<file path="config.mk">
export PLATFORM = sky130hd
export DESIGN_NAME = spi_slave
export DESIGN_NICKNAME = d
export VERILOG_FILES = /design/src/rtl/spi_pkg.sv /design/src/rtl/spi_edge_sync.sv /design/src/rtl/spi_slave.sv
export SDC_FILE = /design/constraint.sdc
export NUM_CORES = 1
export LEC_CHECK = 0
export CAP_MARGIN = 20
export CORE_AREA = 2 2 116 118
export CTS_BUF_LIST = sky130_fd_sc_hd__clkbuf_4
export CTS_CLUSTER_SIZE = 24
export DETAILED_ROUTE_END_ITERATION = 10
export DIE_AREA = 0 0 118 120
export GPL_ROUTABILITY_DRIVEN = 0
export PLACE_DENSITY = 0.7
export SETUP_SLACK_MARGIN = 0.5
export SLEW_MARGIN = 20
export SYNTH_ARGS = -nofsm -noshare
export SYNTH_HDL_FRONTEND = slang
export SYNTH_SLANG_ARGS = --single-unit
</file>
<file path="constraint.sdc">
create_clock -name CLK -period 2.8 [get_ports CLK]
set_clock_uncertainty 0.05 [all_clocks]
set_input_delay 0.28 -clock CLK [delete_from_list [all_inputs] [get_ports CLK]]
set_output_delay 0.28 -clock CLK [all_outputs]
set_load 0.02 [all_outputs]
</file>
<file path="src/rtl/spi_pkg.sv">
// rtl/spi_pkg.sv - shared SPI state encoding, default frame constants and helpers
package spi_pkg;

  typedef enum logic {
    IDLE  = 1'b0,
    SHIFT = 1'b1
  } spi_state_t;

  localparam int SPI_WIDTH   = 26;
  localparam int SPI_TIMEOUT = 255;

  function automatic logic [7:0] sat_inc(input logic [7:0] v);
    return (v == 8'hFF) ? v : v + 8'd1;
  endfunction

endpackage

</file>
<file path="src/rtl/spi_edge_sync.sv">
// rtl/spi_edge_sync.sv - two-flop synchronizer with rise/fall detection on the synchronized level
module spi_edge_sync (
  input  logic clk,
  input  logic rst,
  input  logic d,
  output logic level,
  output logic rise,
  output logic fall
);

  logic meta_q, sync_q, prev_q;

  always_ff @(posedge clk) begin
    if (rst) begin
      meta_q <= 1'b0;
      sync_q <= 1'b0;
      prev_q <= 1'b0;
    end else begin
      meta_q <= d;
      sync_q <= meta_q;
      prev_q <= sync_q;
    end
  end

  assign level = sync_q;
  assign rise  = sync_q & ~prev_q;
  assign fall  = ~sync_q & prev_q;

endmodule

</file>
<file path="src/rtl/spi_slave.sv">
// rtl/spi_slave.sv - mode-0 SPI slave with one-word tx buffer, rx holding register and frame timeout
module spi_slave
  import spi_pkg::*;
#(
  parameter int WIDTH   = SPI_WIDTH,
  parameter int TIMEOUT = SPI_TIMEOUT
) (
  input  logic             CLK,
  input  logic             RST,
  input  logic             sclk,
  input  logic             mosi,
  output logic             miso,
  input  logic             tx_enq__ENA,
  input  logic [WIDTH-1:0] tx_enq_data,
  output logic             tx_enq__RDY,
  output logic             rx_enq__ENA,
  output logic [WIDTH-1:0] rx_enq_data,
  input  logic             rx_enq__RDY,
  output logic             busy,
  output logic [7:0]       overrun_cnt,
  output logic [7:0]       underrun_cnt
);

  localparam int CW = $clog2(WIDTH + 1);
  localparam int TW = $clog2(TIMEOUT + 1);

  spi_state_t       state, state_d;
  logic [CW-1:0]    count, count_d;
  logic [TW-1:0]    tmo, tmo_d;
  logic [WIDTH-1:0] tx_buf, tx_buf_d, tx_shift, tx_shift_d;
  logic [WIDTH-1:0] rx_shift, rx_shift_d, rx_data_d;
  logic             tx_full, tx_full_d, rx_valid_d, miso_d, consume;
  logic [7:0]       ovr_d, und_d;
  logic             sclk_s, sclk_rise, sclk_fall, mosi_s;
  logic             mosi_rise_unused, mosi_fall_unused;

  spi_edge_sync u_sclk_sync (
    .clk(CLK), .rst(RST), .d(sclk), .level(sclk_s), .rise(sclk_rise), .fall(sclk_fall)
  );

  spi_edge_sync u_mosi_sync (
    .clk(CLK), .rst(RST), .d(mosi), .level(mosi_s), .rise(mosi_rise_unused), .fall(mosi_fall_unused)
  );

  always_ff @(posedge CLK) begin
    if (RST) begin
      state        <= IDLE;
      count        <= '0;
      tmo          <= '0;
      tx_buf       <= '0;
      tx_full      <= 1'b0;
      tx_shift     <= '0;
      rx_shift     <= '0;
      rx_enq_data  <= '0;
      rx_enq__ENA  <= 1'b0;
      overrun_cnt  <= '0;
      underrun_cnt <= '0;
      miso         <= 1'b0;
    end else begin
      state        <= state_d;
      count        <= count_d;
      tmo          <= tmo_d;
      tx_buf       <= tx_buf_d;
      tx_full      <= tx_full_d;
      tx_shift     <= tx_shift_d;
      rx_shift     <= rx_shift_d;
      rx_enq_data  <= rx_data_d;
      rx_enq__ENA  <= rx_valid_d;
      overrun_cnt  <= ovr_d;
      underrun_cnt <= und_d;
      miso         <= miso_d;
    end
  end

  always_comb begin
    state_d    = state;
    count_d    = count;
    tmo_d      = tmo;
    tx_buf_d   = tx_buf;
    tx_full_d  = tx_full;
    tx_shift_d = tx_shift;
    rx_shift_d = rx_shift;
    rx_data_d  = rx_enq_data;
    rx_valid_d = rx_enq__ENA;
    ovr_d      = overrun_cnt;
    und_d      = underrun_cnt;
    consume    = 1'b0;

    if (rx_enq__ENA && rx_enq__RDY) rx_valid_d = 1'b0;

    case (state)
      IDLE: begin
        if (sclk_rise) begin
          state_d    = SHIFT;
          count_d    = CW'(1);
          tmo_d      = '0;
          rx_shift_d = WIDTH'(mosi_s);
          consume    = 1'b1;
          if (tx_full) begin
            tx_shift_d = tx_buf;
          end else begin
            tx_shift_d = '0;
            und_d      = sat_inc(underrun_cnt);
          end
          tx_full_d = 1'b0;
        end
      end
      SHIFT: begin
        tmo_d = '0;
        if (sclk_rise) begin
          rx_shift_d = (rx_shift << 1) | WIDTH'(mosi_s);
          count_d    = count + 1'b1;
          if (count_d == CW'(WIDTH)) begin
            state_d = IDLE;
            count_d = '0;
            // A same-cycle handshake has already freed the holding register.
            if (!rx_valid_d) begin
              rx_data_d  = rx_shift_d;
              rx_valid_d = 1'b1;
            end else begin
              ovr_d = sat_inc(overrun_cnt);
            end
          end
        end else if (sclk_fall) begin
          tx_shift_d = tx_shift << 1;
        end else if (tmo == TW'(TIMEOUT - 1)) begin
          state_d    = IDLE;
          count_d    = '0;
          rx_shift_d = '0;
        end else begin
          tmo_d = tmo + 1'b1;
        end
      end
      default: state_d = IDLE;
    endcase

    // The frame-start consume frees the buffer, so a load in that cycle is taken.
    if (tx_enq__ENA && (!tx_full || consume)) begin
      tx_buf_d  = tx_enq_data;
      tx_full_d = 1'b1;
    end

    miso_d = (state_d == SHIFT) ? tx_shift_d[WIDTH-1] : (tx_full_d & tx_buf_d[WIDTH-1]);
  end

  assign tx_enq__RDY = ~tx_full;
  assign busy        = (state == SHIFT);

endmodule
</file>
==> impl_metrics.ini, run 1 <==
[outcome]
run_status = complete, no violations

[timing]
min_tclk_post_route_ns = 2.15
fmax_mhz = 466
worst_pin_slew_ns = 0.877
finalHoldViolations = 0
timing.max_slew.rel_slack_pct = 41.4
setup_violators_final = 0
setup_repair_after_global_routing_missed_its_margin = no
totalNegativeSetupSlack_ns = 0
maxSlewViolCount = 0
timing.final.crit_share_pct = 76.7

[floorplanning]
total_die_area_mm2 = 0.0142
placeable_area_mm2 = 0.0130
initial_core_utilization_pct = 43.9
horiz_die_dim_um = 118
fp-row-count = 42
floorplan.die.height_um = 120
number_of_ports_placed_on_the_die_boundary = 78

[detailed_routing]
detail_route.vias_per_cell = 5.45
total_wire_length_mm = 12.6
dr_total_vias = 4970
drt.antenna.violating_nets = 0
detailedRoute.firstPassIterationCount = 4
drt_iter0_drc = 299
wl_per_cell_um = 13.8
post-route-drc-count = 0

[synthesis]
synth-adder-area-share_pct = 1.32
synth_area_per_cell_um2 = 8.58
muxShareOfSynthArea_pct = 0.572
synth_area_in_simple_gates_pct = 19.5
synth-compound-area-share_pct = 23.4
yosys.cell_types.count = 52
postSynthCellCount = 663
synth_nets = 701
synth_top_family_by_area = compound AO/OA/AOI/OAI gates
synth_enable_flop_cells = 0
post_synth_xor_area_fraction_pct = 1.52
synth-seq-cells = 141
post_synth_top_flop = sky130_fd_sc_hd__dfxtp_1
async_reset_ff_share_pct = 0
mappedNetlistArea_mm2 = 0.00569
ys.warnings.count = 0
synth_sequential_area_ratio_pct = 49.6

[setup_path]
worst-endpoint-arrival_ns = 2.53
worst-path-max-fanout = 12
r2r_cells = 5
crit_path_end_kind = flop
timing.critical_path.from_type = flop
timing_worst_setup_path_type = flop to flop
worst-endpoint-required_ns = 3.18

[final_layout]
areaGrowthSynthToFinish_pct = 20.8
share_of_layout_cells_above_drive_strength_1_pct = 8.03
nets = 760

[global_route]
grt_util_all_layers_pct = 18.3
pin_count_of_the_biggest_net_entering_global_routing = 72
globalRouteOverflowTotal = 0
grt_first_pass_wirelength_mm = 21.4
first_global_vias = 4699
initial_antenna_violation_count = 1

[clock_network]
cts_sinks = 141
clk_pin_slew_ns = 0.13
clock_tree.root_cell = sky130_fd_sc_hd__clkbuf_4
tritoncts.num_buffers = 17
ctsHtreeMaxLevel = 4
cts_tree = built
clockBufferDepth = 2
clk_latency_ns = 0.54

[run]
max_cap_viol_count = 0

[placement]
place.port_buffers = 77
hpwlAfterDp_mm = 8.24

[power]
power.total_uw = 3550
leak_pwr_uw = 0.00236
power.density_cell_area_mw_per_mm2 = 516
ir_drop_mv = 0.317

[min_path]
hold_depth = 2
hp-class = input port to flop
## placed cells by master, fill, tap and decap left out, types with 4 or more instances in the layout
master / count
sky130_fd_sc_hd__nand2_1: 116
sky130_fd_sc_hd__nor3_1: 4
sky130_fd_sc_hd__nand2b_1: 5
sky130_fd_sc_hd__nor2b_1: 10
sky130_fd_sc_hd__a21oi_1: 94
sky130_fd_sc_hd__inv_1: 6
sky130_fd_sc_hd__nand4_1: 7
sky130_fd_sc_hd__clkinvlp_4: 4
sky130_fd_sc_hd__clkdlybuf4s50_1: 76
sky130_fd_sc_hd__o21ai_0: 38
sky130_fd_sc_hd__xor2_1: 6
sky130_fd_sc_hd__a311oi_1: 24
sky130_fd_sc_hd__buf_4: 13
sky130_fd_sc_hd__a31oi_1: 4
sky130_fd_sc_hd__dfxtp_1: 138
sky130_fd_sc_hd__o31ai_1: 4
sky130_fd_sc_hd__clkbuf_4: 17
sky130_fd_sc_hd__nand3_1: 38
sky130_fd_sc_hd__ha_1: 5
sky130_fd_sc_hd__a32oi_1: 5
sky130_fd_sc_hd__nor2_1: 31
sky130_fd_sc_hd__a22o_1: 24
sky130_fd_sc_hd__and3_1: 7
## layout make-up
cell class / count / area, um2
antenna: 1 / 2.50
clock buffer: 17 / 128
clock inverter: 15 / 143
fill: 1275 / 6100
inverter: 6 / 22.5
multi-input combinational: 465 / 2650
sequential: 141 / 2830
tap: 176 / 220
timing repair buffer: 91 / 890
## final timing paths
check | slack [ns] | to | from
hold / removal | 0.14 | tx_shift[25]$_SDFF_PP0_ | RST
setup reg to reg | 0.65 | overrun_cnt[5]$_SDFFE_PP0P_ | u_sclk_sync.level$_SDFF_PP0_
hold reg to reg | 0.40 | u_mosi_sync.level$_SDFF_PP0_ | u_mosi_sync.meta_q$_SDFF_PP0_
setup / recovery | 0.65 | overrun_cnt[5]$_SDFFE_PP0P_ | u_sclk_sync.level$_SDFF_PP0_
## timing repair
item	4_1_cts	5_1_grt
gates resized for setup	1	5
hold buffers	0	0
pin swaps	0	1
endpoints found under the setup margin	1	32
buffers inserted	0	0
## logic make-up (layout without fill, tap and decap cells)
| family | count (synthesis) | in the layout |
|---|---|---|
| multiplexers | 3 | 3 |
| XOR/XNOR | 9 | 9 |
| buffers and inverters | 57 | 129 |
| AO/OA/AOI/OAI | 208 | 208 |
| adder cells (fa/ha/maj) | 6 | 6 |
| AND/OR/NAND/NOR | 239 | 239 |
| other | 0 | 1 |
| flip-flops | 141 | 141 |
## cell usage after synthesis (3+ instances only)
cell                       count  area share, %
sky130_fd_sc_hd__dfxtp_1     141             50
sky130_fd_sc_hd__nand2_1     116            7.7
sky130_fd_sc_hd__a21oi_1      94            8.3
sky130_fd_sc_hd__nand3_1      38            3.3
sky130_fd_sc_hd__o21ai_0      38            3.3
sky130_fd_sc_hd__clkbuf_1     37            2.4
sky130_fd_sc_hd__nor2_1       31            2.0
sky130_fd_sc_hd__a22o_1       24            3.7
sky130_fd_sc_hd__a311oi_1     24            3.7
sky130_fd_sc_hd__buf_2        11           0.97
sky130_fd_sc_hd__nor2b_1      10            1.1
sky130_fd_sc_hd__and3_1        7           0.77
sky130_fd_sc_hd__nand4_1       7           0.77
sky130_fd_sc_hd__ha_1          6            1.3
sky130_fd_sc_hd__inv_1         6           0.40
sky130_fd_sc_hd__xor2_1        6           0.92
sky130_fd_sc_hd__a32oi_1       5           0.77
sky130_fd_sc_hd__nand2b_1      5           0.55
sky130_fd_sc_hd__a31oi_1       4           0.44
sky130_fd_sc_hd__nor3_1        4           0.35
sky130_fd_sc_hd__o31ai_1       4           0.53
sky130_fd_sc_hd__a211oi_1      3           0.40
sky130_fd_sc_hd__and2_1        3           0.33
sky130_fd_sc_hd__nand3b_1      3           0.40
sky130_fd_sc_hd__or4_1         3           0.40
## routing by layer
layer	wire, um	vias to the layer above	GRT usage (%)
met1	5640	2353	22.1
met3	552	13	4.85
li1	-	2491	-
met2	6190	113	31.4
met5	0	-	0
met4	173	0	7.08
## stage by stage
| step | util (%) | setup WS (ns) | cells | area [um2] | hold slack (ns) |
|---|---|---|---|---|---|
| CTS | 52.8 | 0.524 | 911 | 6860 | 0.0942 |
| floorplan | - | 0.743 | 663 | 5690 | 0.347 |
| detailed placement | 50.7 | 0.550 | 879 | 6590 | 0.374 |
| global placement | 50.7 | 0.637 | 879 | 6590 | 0.383 |
| global route | 53.0 | 0.518 | 912 | 6880 | 0.115 |
| finish | 53.0 | 0.653 | 912 | 6880 | 0.142 |
## state kept, by name, summed over array words and instances (netlist names), 5 cells and up
name	flops
count	5
overrun_cnt	8
rx_enq_data	26
rx_shift	25
tmo	8
tx_buf	26
tx_shift	26
underrun_cnt	8
## worst max-delay path, stage by stage, from the launching register on
cell,delay (ns)
sky130_fd_sc_hd__dfxtp_1,0.46
sky130_fd_sc_hd__and2b_1,0.40
sky130_fd_sc_hd__and3_1,0.30
sky130_fd_sc_hd__o211ai_4,0.15
sky130_fd_sc_hd__nor4_1,0.32
sky130_fd_sc_hd__mux2_2,0.36
## report_power, final
part / total (uW) / switching [uW] / internal [uW]
Combinational: 230 / 130 / 100
Sequential: 2090 / 34.1 / 2050
Clock: 1230 / 781 / 450
(Power assumes the default switching activity.)
==> run 2: changes to the inputs <==
clock period = 2.07 ns   (was 2.8 ns; I/O delays follow)
==> run 2 against run 1 <==
  * Critical endpoint is now overrun_cnt[2]$_SDFFE_PP0P_
  * Register-to-register slack worse by 0.49 ns
  * Setup slack worse by 0.49 ns
  * Routed wire length up 22%
  * First-iteration DRC count up 32%
  * Design area up 15%
  * Critical path depth up 2
==> impl_metrics.ini, run 2 (synthesized netlist as in run 1, its figures left out) <==
[outcome]
run_status = complete, no violations

[floorplanning]
number_of_ports_placed_on_the_die_boundary = 78
horiz_die_dim_um = 118
floorplan.die.height_um = 120
total_die_area_mm2 = 0.0142
fp-row-count = 42
placeable_area_mm2 = 0.0130
initial_core_utilization_pct = 43.9

[timing]
fmax_mhz = 525
totalNegativeSetupSlack_ns = 0
min_tclk_post_route_ns = 1.90
worst_pin_slew_ns = 0.463
maxSlewViolCount = 0
setup_violators_final = 0
timing.max_slew.rel_slack_pct = 69.2
finalHoldViolations = 0
final.hold.worst_slack_ns = 0.154
fin_worst_setup_slack_ns = 0.166
timing.final.crit_share_pct = 92.0
setup_repair_after_global_routing_missed_its_margin = yes

[clock_network]
clockBufferDepth = 2
cts_tree = built
clock_tree.root_cell = sky130_fd_sc_hd__clkbuf_4
tritoncts.num_buffers = 17
cts_sinks = 141
clk_latency_ns = 0.53
clk_pin_slew_ns = 0.13
ctsHtreeMaxLevel = 4

[run]
max_cap_viol_count = 0

[global_route]
globalRouteOverflowTotal = 0
initial_antenna_violation_count = 1
grt_util_all_layers_pct = 19.8
grt_first_pass_wirelength_mm = 23.0
first_global_vias = 4930
pin_count_of_the_biggest_net_entering_global_routing = 80

[setup_path]
regToRegSetupSlack_ns = 0.17
worst_setup_path_startpoint = count[1]$_SDFFE_PP0P_
timing.rr.end = overrun_cnt[2]$_SDFFE_PP0P_
crit_path_end_kind = flop
regToRegStartpoint = count[1]$_SDFFE_PP0P_
worst-endpoint-required_ns = 2.48
timing.critical_path.from_type = flop
worst-path-max-fanout = 9
r2r_cells = 7
endpoint_of_the_most_critical_setup_path = overrun_cnt[2]$_SDFFE_PP0P_
worst-endpoint-arrival_ns = 2.31
timing_worst_setup_path_type = flop to flop

[detailed_routing]
wl_per_cell_um = 16.0
total_wire_length_mm = 15.3
drt.antenna.violating_nets = 0
detail_route.vias_per_cell = 5.62
dr_total_vias = 5398
drt_iter0_drc = 395
post-route-drc-count = 0
detailedRoute.firstPassIterationCount = 5

[power]
power.density_cell_area_mw_per_mm2 = 620
ir_drop_mv = 0.395
leak_pwr_uw = 0.00298

[final_layout]
top_regs = rx_enq_data: 26 flops, tx_buf: 26 flops, tx_shift: 26 flops
postLayoutCellArea_mm2 = 0.00791
most_used_cells_in_the_layout_excluding_fill_and_tap_cells = 124 x sky130_fd_sc_hd__dfxtp_1, 95 x sky130_fd_sc_hd__nand2_1, 84 x sky130_fd_sc_hd__a21oi_1
nets = 808
num-fill-cells = 1115
areaGrowthSynthToFinish_pct = 38.9
layout_commonest_cell = sky130_fd_sc_hd__dfxtp_1
share_of_layout_cells_above_drive_strength_1_pct = 27.3

[placement]
place.port_buffers = 77
hpwlAfterDp_mm = 8.62
place_area_mm2 = 0.00671
post-place-ws_ns = 0.121

[min_path]
worst_hold_startpoint = tx_enq_data[16]
hp-class = input port to flop
==> run 2: power breakdown <==
group          leakage [uW]  total (uW)  internal [uW]  switching, uW
clock network      0.000135        1630            606           1020
logic               0.00169         461            214            247
registers           0.00115        2820           2770           44.9
==> run 2: through the flow <==
step                instances  utilization (%)  total power, uW
global route              960             60.9             5110
floorplan                 663                -             3070
detailed placement        887             51.7             3200
CTS                       939             56.3             4850
finish                    960             60.9             4900
global placement          887             51.7             3190
==> run 2: how the worst min path moves through the flow <==
stage	end	slack (ns)	depth (start not counted)
3_3_place_gp	u_sclk_sync.level$_SDFF_PP0_	0.37	1
2_1_floorplan	tx_full$_SDFF_PP0_	0.27	2
4_1_cts	tx_buf[18]$_SDFFE_PP0P_	0.11	3
6_report	tx_buf[16]$_SDFFE_PP0P_	0.15	3
5_1_grt	u_mosi_sync.meta_q$_SDFF_PP0_	0.11	2
3_5_place_dp	u_sclk_sync.level$_SDFF_PP0_	0.38	1
==> run 2: area by class of cell <==
class                      instances  area, um2  area share, %
clock buffer                      18        135           1.71
antenna                            1       2.50         0.0317
timing repair buffer             139       1420           17.9
tap                              176        220           2.79
sequential                       141       2860           36.1
inverter                           6       22.5          0.285
multi-input combinational        465       3130           39.6
clock inverter                    14        119           1.50
==> run 2: what timing repair did <==
item,CTS,global route
hold buffers,1,0
endpoints found under the hold margin,5,0
pin swaps,15,75
cloned,3,7
resized for setup,137,127
endpoints found under the setup margin,179,142
setup buffers,16,13
==> run 2: metal layers <==
| metal | vias to the layer above | share of wire, % | track usage [%] |
|---|---|---|---|
| met2 | 178 | 51 | 33.9 |
| met1 | 2592 | 43 | 23.5 |
| met5 | - | 0 | 0 |
| met3 | 22 | 5.0 | 5.23 |
| met4 | 0 | 1.8 | 8.51 |
| li1 | 2606 | - | - |
==> run 2: critical path, stage by stage, from the launching register on <==
cell	delay, ns
sky130_fd_sc_hd__dfxtp_4	0.40
sky130_fd_sc_hd__ha_4	0.19
sky130_fd_sc_hd__nand3_4	0.12
sky130_fd_sc_hd__xnor2_4	0.24
sky130_fd_sc_hd__o211ai_4	0.13
sky130_fd_sc_hd__buf_6	0.16
sky130_fd_sc_hd__or4_1	0.41
sky130_fd_sc_hd__a21oi_2	0.12
==> run 3: changes to the inputs <==
CAP_MARGIN = default   (was 20)
HOLD_SLACK_MARGIN = 0.12   (was default)
MAX_ROUTING_LAYER = met4   (was default)
==> run 3 against run 2 <==
  * Non-clock buffer count is 10 higher
  * Sequential cell count is the same
  * Via count rose by 0.76%
  * Worst hold slack gained 0.0072 ns
  * Register-to-register slack hardly changed
  * Clock-buffer cell count stayed put
  * Critical path type unchanged
  * Largest cell class unchanged
  * Largest power group unchanged
==> impl_metrics.ini, run 3 (synthesized netlist as in run 1, its figures left out) <==
[run]
max_cap_viol_count = 0

[clock_network]
clk_latency_ns = 0.55
clk_pin_slew_ns = 0.13
ctsHtreeMaxLevel = 4
clockBufferDepth = 2
tritoncts.num_buffers = 17
cts_sinks = 141
clock_tree.root_cell = sky130_fd_sc_hd__clkbuf_4
cts_tree = built

[timing]
timing.final.crit_share_pct = 92.0
final.hold.worst_slack_ns = 0.161
min_tclk_post_route_ns = 1.90
setup_repair_after_global_routing_missed_its_margin = yes
worst_pin_slew_ns = 0.450
totalNegativeSetupSlack_ns = 0
fin_worst_setup_slack_ns = 0.165
fmax_mhz = 525
timing.max_slew.rel_slack_pct = 70.0
maxSlewViolCount = 0
setup_violators_final = 0
finalHoldViolations = 0

[power]
internal_power_uw = 3600
power.switching_fraction_pct = 26.7
power_switching_uw = 1310
power.total_uw = 4910
power.density_cell_area_mw_per_mm2 = 615
leak_pwr_uw = 0.00303
ir_drop_mv = 0.392
pwr-share-comb_pct = 9.7
clock_power_share_pct = 33.0
seq_power_share_pct = 57.3

[setup_path]
crit_chain = ha_4 -> nand3_4 -> xnor2_4 -> o211ai_4 -> buf_6 -> or4_1 -> a21oi_2
timing_worst_setup_path_type = flop to flop
worst-path-max-fanout = 9
regToRegSetupSlack_ns = 0.17
cpPeakStageDelay_ns = 0.41
worst_setup_path_startpoint = count[1]$_SDFFE_PP0P_
worst-endpoint-arrival_ns = 2.32
crit_slowest_cell = sky130_fd_sc_hd__or4_1
regToRegStartpoint = count[1]$_SDFFE_PP0P_
timing.critical_path.from_type = flop
r2r_cells = 7
timing.rr.end = overrun_cnt[2]$_SDFFE_PP0P_
worst-endpoint-required_ns = 2.49
crit_path_end_kind = flop

[global_route]
globalRouteOverflowTotal = 0
grt_util_all_layers_pct = 20.5
grt_first_pass_wirelength_mm = 23.2
first_global_vias = 4942
pin_count_of_the_biggest_net_entering_global_routing = 80
initial_antenna_violation_count = 1

[floorplanning]
initial_core_utilization_pct = 43.9
horiz_die_dim_um = 118
fp-row-count = 42
number_of_ports_placed_on_the_die_boundary = 78
placeable_area_mm2 = 0.0130
floorplan.die.height_um = 120
total_die_area_mm2 = 0.0142

[detailed_routing]
detailedRoute.firstPassIterationCount = 5
drt.antenna.violating_nets = 0
wl_per_cell_um = 15.9
detail_route.vias_per_cell = 5.61
dr_total_vias = 5439
drt_iter0_drc = 368
post-route-drc-count = 0
total_wire_length_mm = 15.4

[min_path]
hold_depth = 3
hp-class = input port to flop
min_delay_worst_endpoint = tx_buf[2]$_SDFFE_PP0P_
worst_hold_startpoint = tx_enq_data[2]

[final_layout]
share_of_layout_cells_above_drive_strength_1_pct = 26.6
areaGrowthSynthToFinish_pct = 40.3
num-fill-cells = 1111
nets = 818
top_regs = rx_enq_data: 26 flops, tx_buf: 26 flops, tx_shift: 26 flops
layout_commonest_cell = sky130_fd_sc_hd__dfxtp_1
most_used_cells_in_the_layout_excluding_fill_and_tap_cells = 124 x sky130_fd_sc_hd__dfxtp_1, 96 x sky130_fd_sc_hd__nand2_1, 85 x sky130_fd_sc_hd__a21oi_1
layout.area.seq_mm2 = 0.00286
multi_input_area_mm2 = 0.00312
postLayoutCellArea_mm2 = 0.00799

[outcome]
run_status = complete, no violations

[placement]
post-place-ws_ns = 0.121
place_area_mm2 = 0.00671
hpwlAfterDp_mm = 8.62
place.port_buffers = 77
## run 3: changes by cell type in the layout (fill, tap and decap cells not counted)
cell | previous run | this run
sky130_fd_sc_hd__a21oi_1 | 84 | 85
sky130_fd_sc_hd__a21oi_2 | 11 | 10
sky130_fd_sc_hd__clkdlybuf4s15_1 | 8 | 4
sky130_fd_sc_hd__dlygate4sd2_1 | 18 | 22
sky130_fd_sc_hd__dlygate4sd3_1 | 1 | 11
sky130_fd_sc_hd__ha_1 | 3 | 4
sky130_fd_sc_hd__ha_2 | 2 | 1
sky130_fd_sc_hd__nand2_1 | 95 | 96
sky130_fd_sc_hd__nand2_4 | 11 | 10
## run 3: repair_timing
action                                  CTS  global route
endpoints found under the hold margin    15             4
buffers inserted                         16            13
pin swaps                                15            75
endpoints found under the setup margin  179           137
hold buffers                              7             4
cloned                                    3             7
gates resized for setup                 137           119
## run 3: worst max-delay path: cells and delay by family (launching register included)
family / cells / cell delay [ns]
simple gates: 2 / 0.53
flops: 1 / 0.40
compound gates: 2 / 0.25
xor+xnor: 1 / 0.24
fa+ha+maj: 1 / 0.19
buf+inv: 1 / 0.16
## run 3: final cells by class
class                   count  share of cell area (%)
diodes                      1                  0.0313
clock buffers              18                    1.69
clock inverters            14                    1.49
inverters                   6                   0.282
multi-input cells         465                    39.0
flip-flops and latches    141                    35.8
well taps                 176                    2.76
repair buffers            149                    19.0
## run 3: stage by stage
step                      util (%)  std cells
after detailed placement      51.7        887
after global routing          61.5        970
after global placement        51.7        887
final                         61.5        970
after CTS                     56.8        945
after floorplan                  -        663
## run 3: layer usage
layer	up-vias	share of wire, %	global-route usage (%)
met1	2604	42	23.8
li1	2627	-	-
met2	171	50	34.2
met3	37	4.8	5.09
met4	0	2.5	8.51
met5	-	0	-
## run 3: how the worst max path moves through the flow
| stage | endpoint | slack, ns | cells past startpoint |
|---|---|---|---|
| floorplan | underrun_cnt[6]$_SDFFE_PP0P_ | 0.15 | 7 |
| global placement | overrun_cnt[4]$_SDFFE_PP0P_ | 0.23 | 6 |
| detailed placement | rx_enq_data[3]$_SDFFE_PP0P_ | 0.12 | 7 |
| CTS | overrun_cnt[2]$_SDFFE_PP0P_ | 0.22 | 7 |
| global route | miso$_SDFF_PP0_ | 0.10 | 8 |
| finish | overrun_cnt[2]$_SDFFE_PP0P_ | 0.17 | 7 |
## run 3: power groups by stage
| stage | sequential, uW | clock (uW) | combinational [uW] |
|---|---|---|---|
| finish | 2820 | 1620 | 474 |
| detailed placement | 2880 | 0 | 322 |
| floorplan | 2870 | 0 | 206 |
| global route | 2820 | 1780 | 514 |
| CTS | 2820 | 1660 | 382 |
| global placement | 2880 | 0 | 312 |
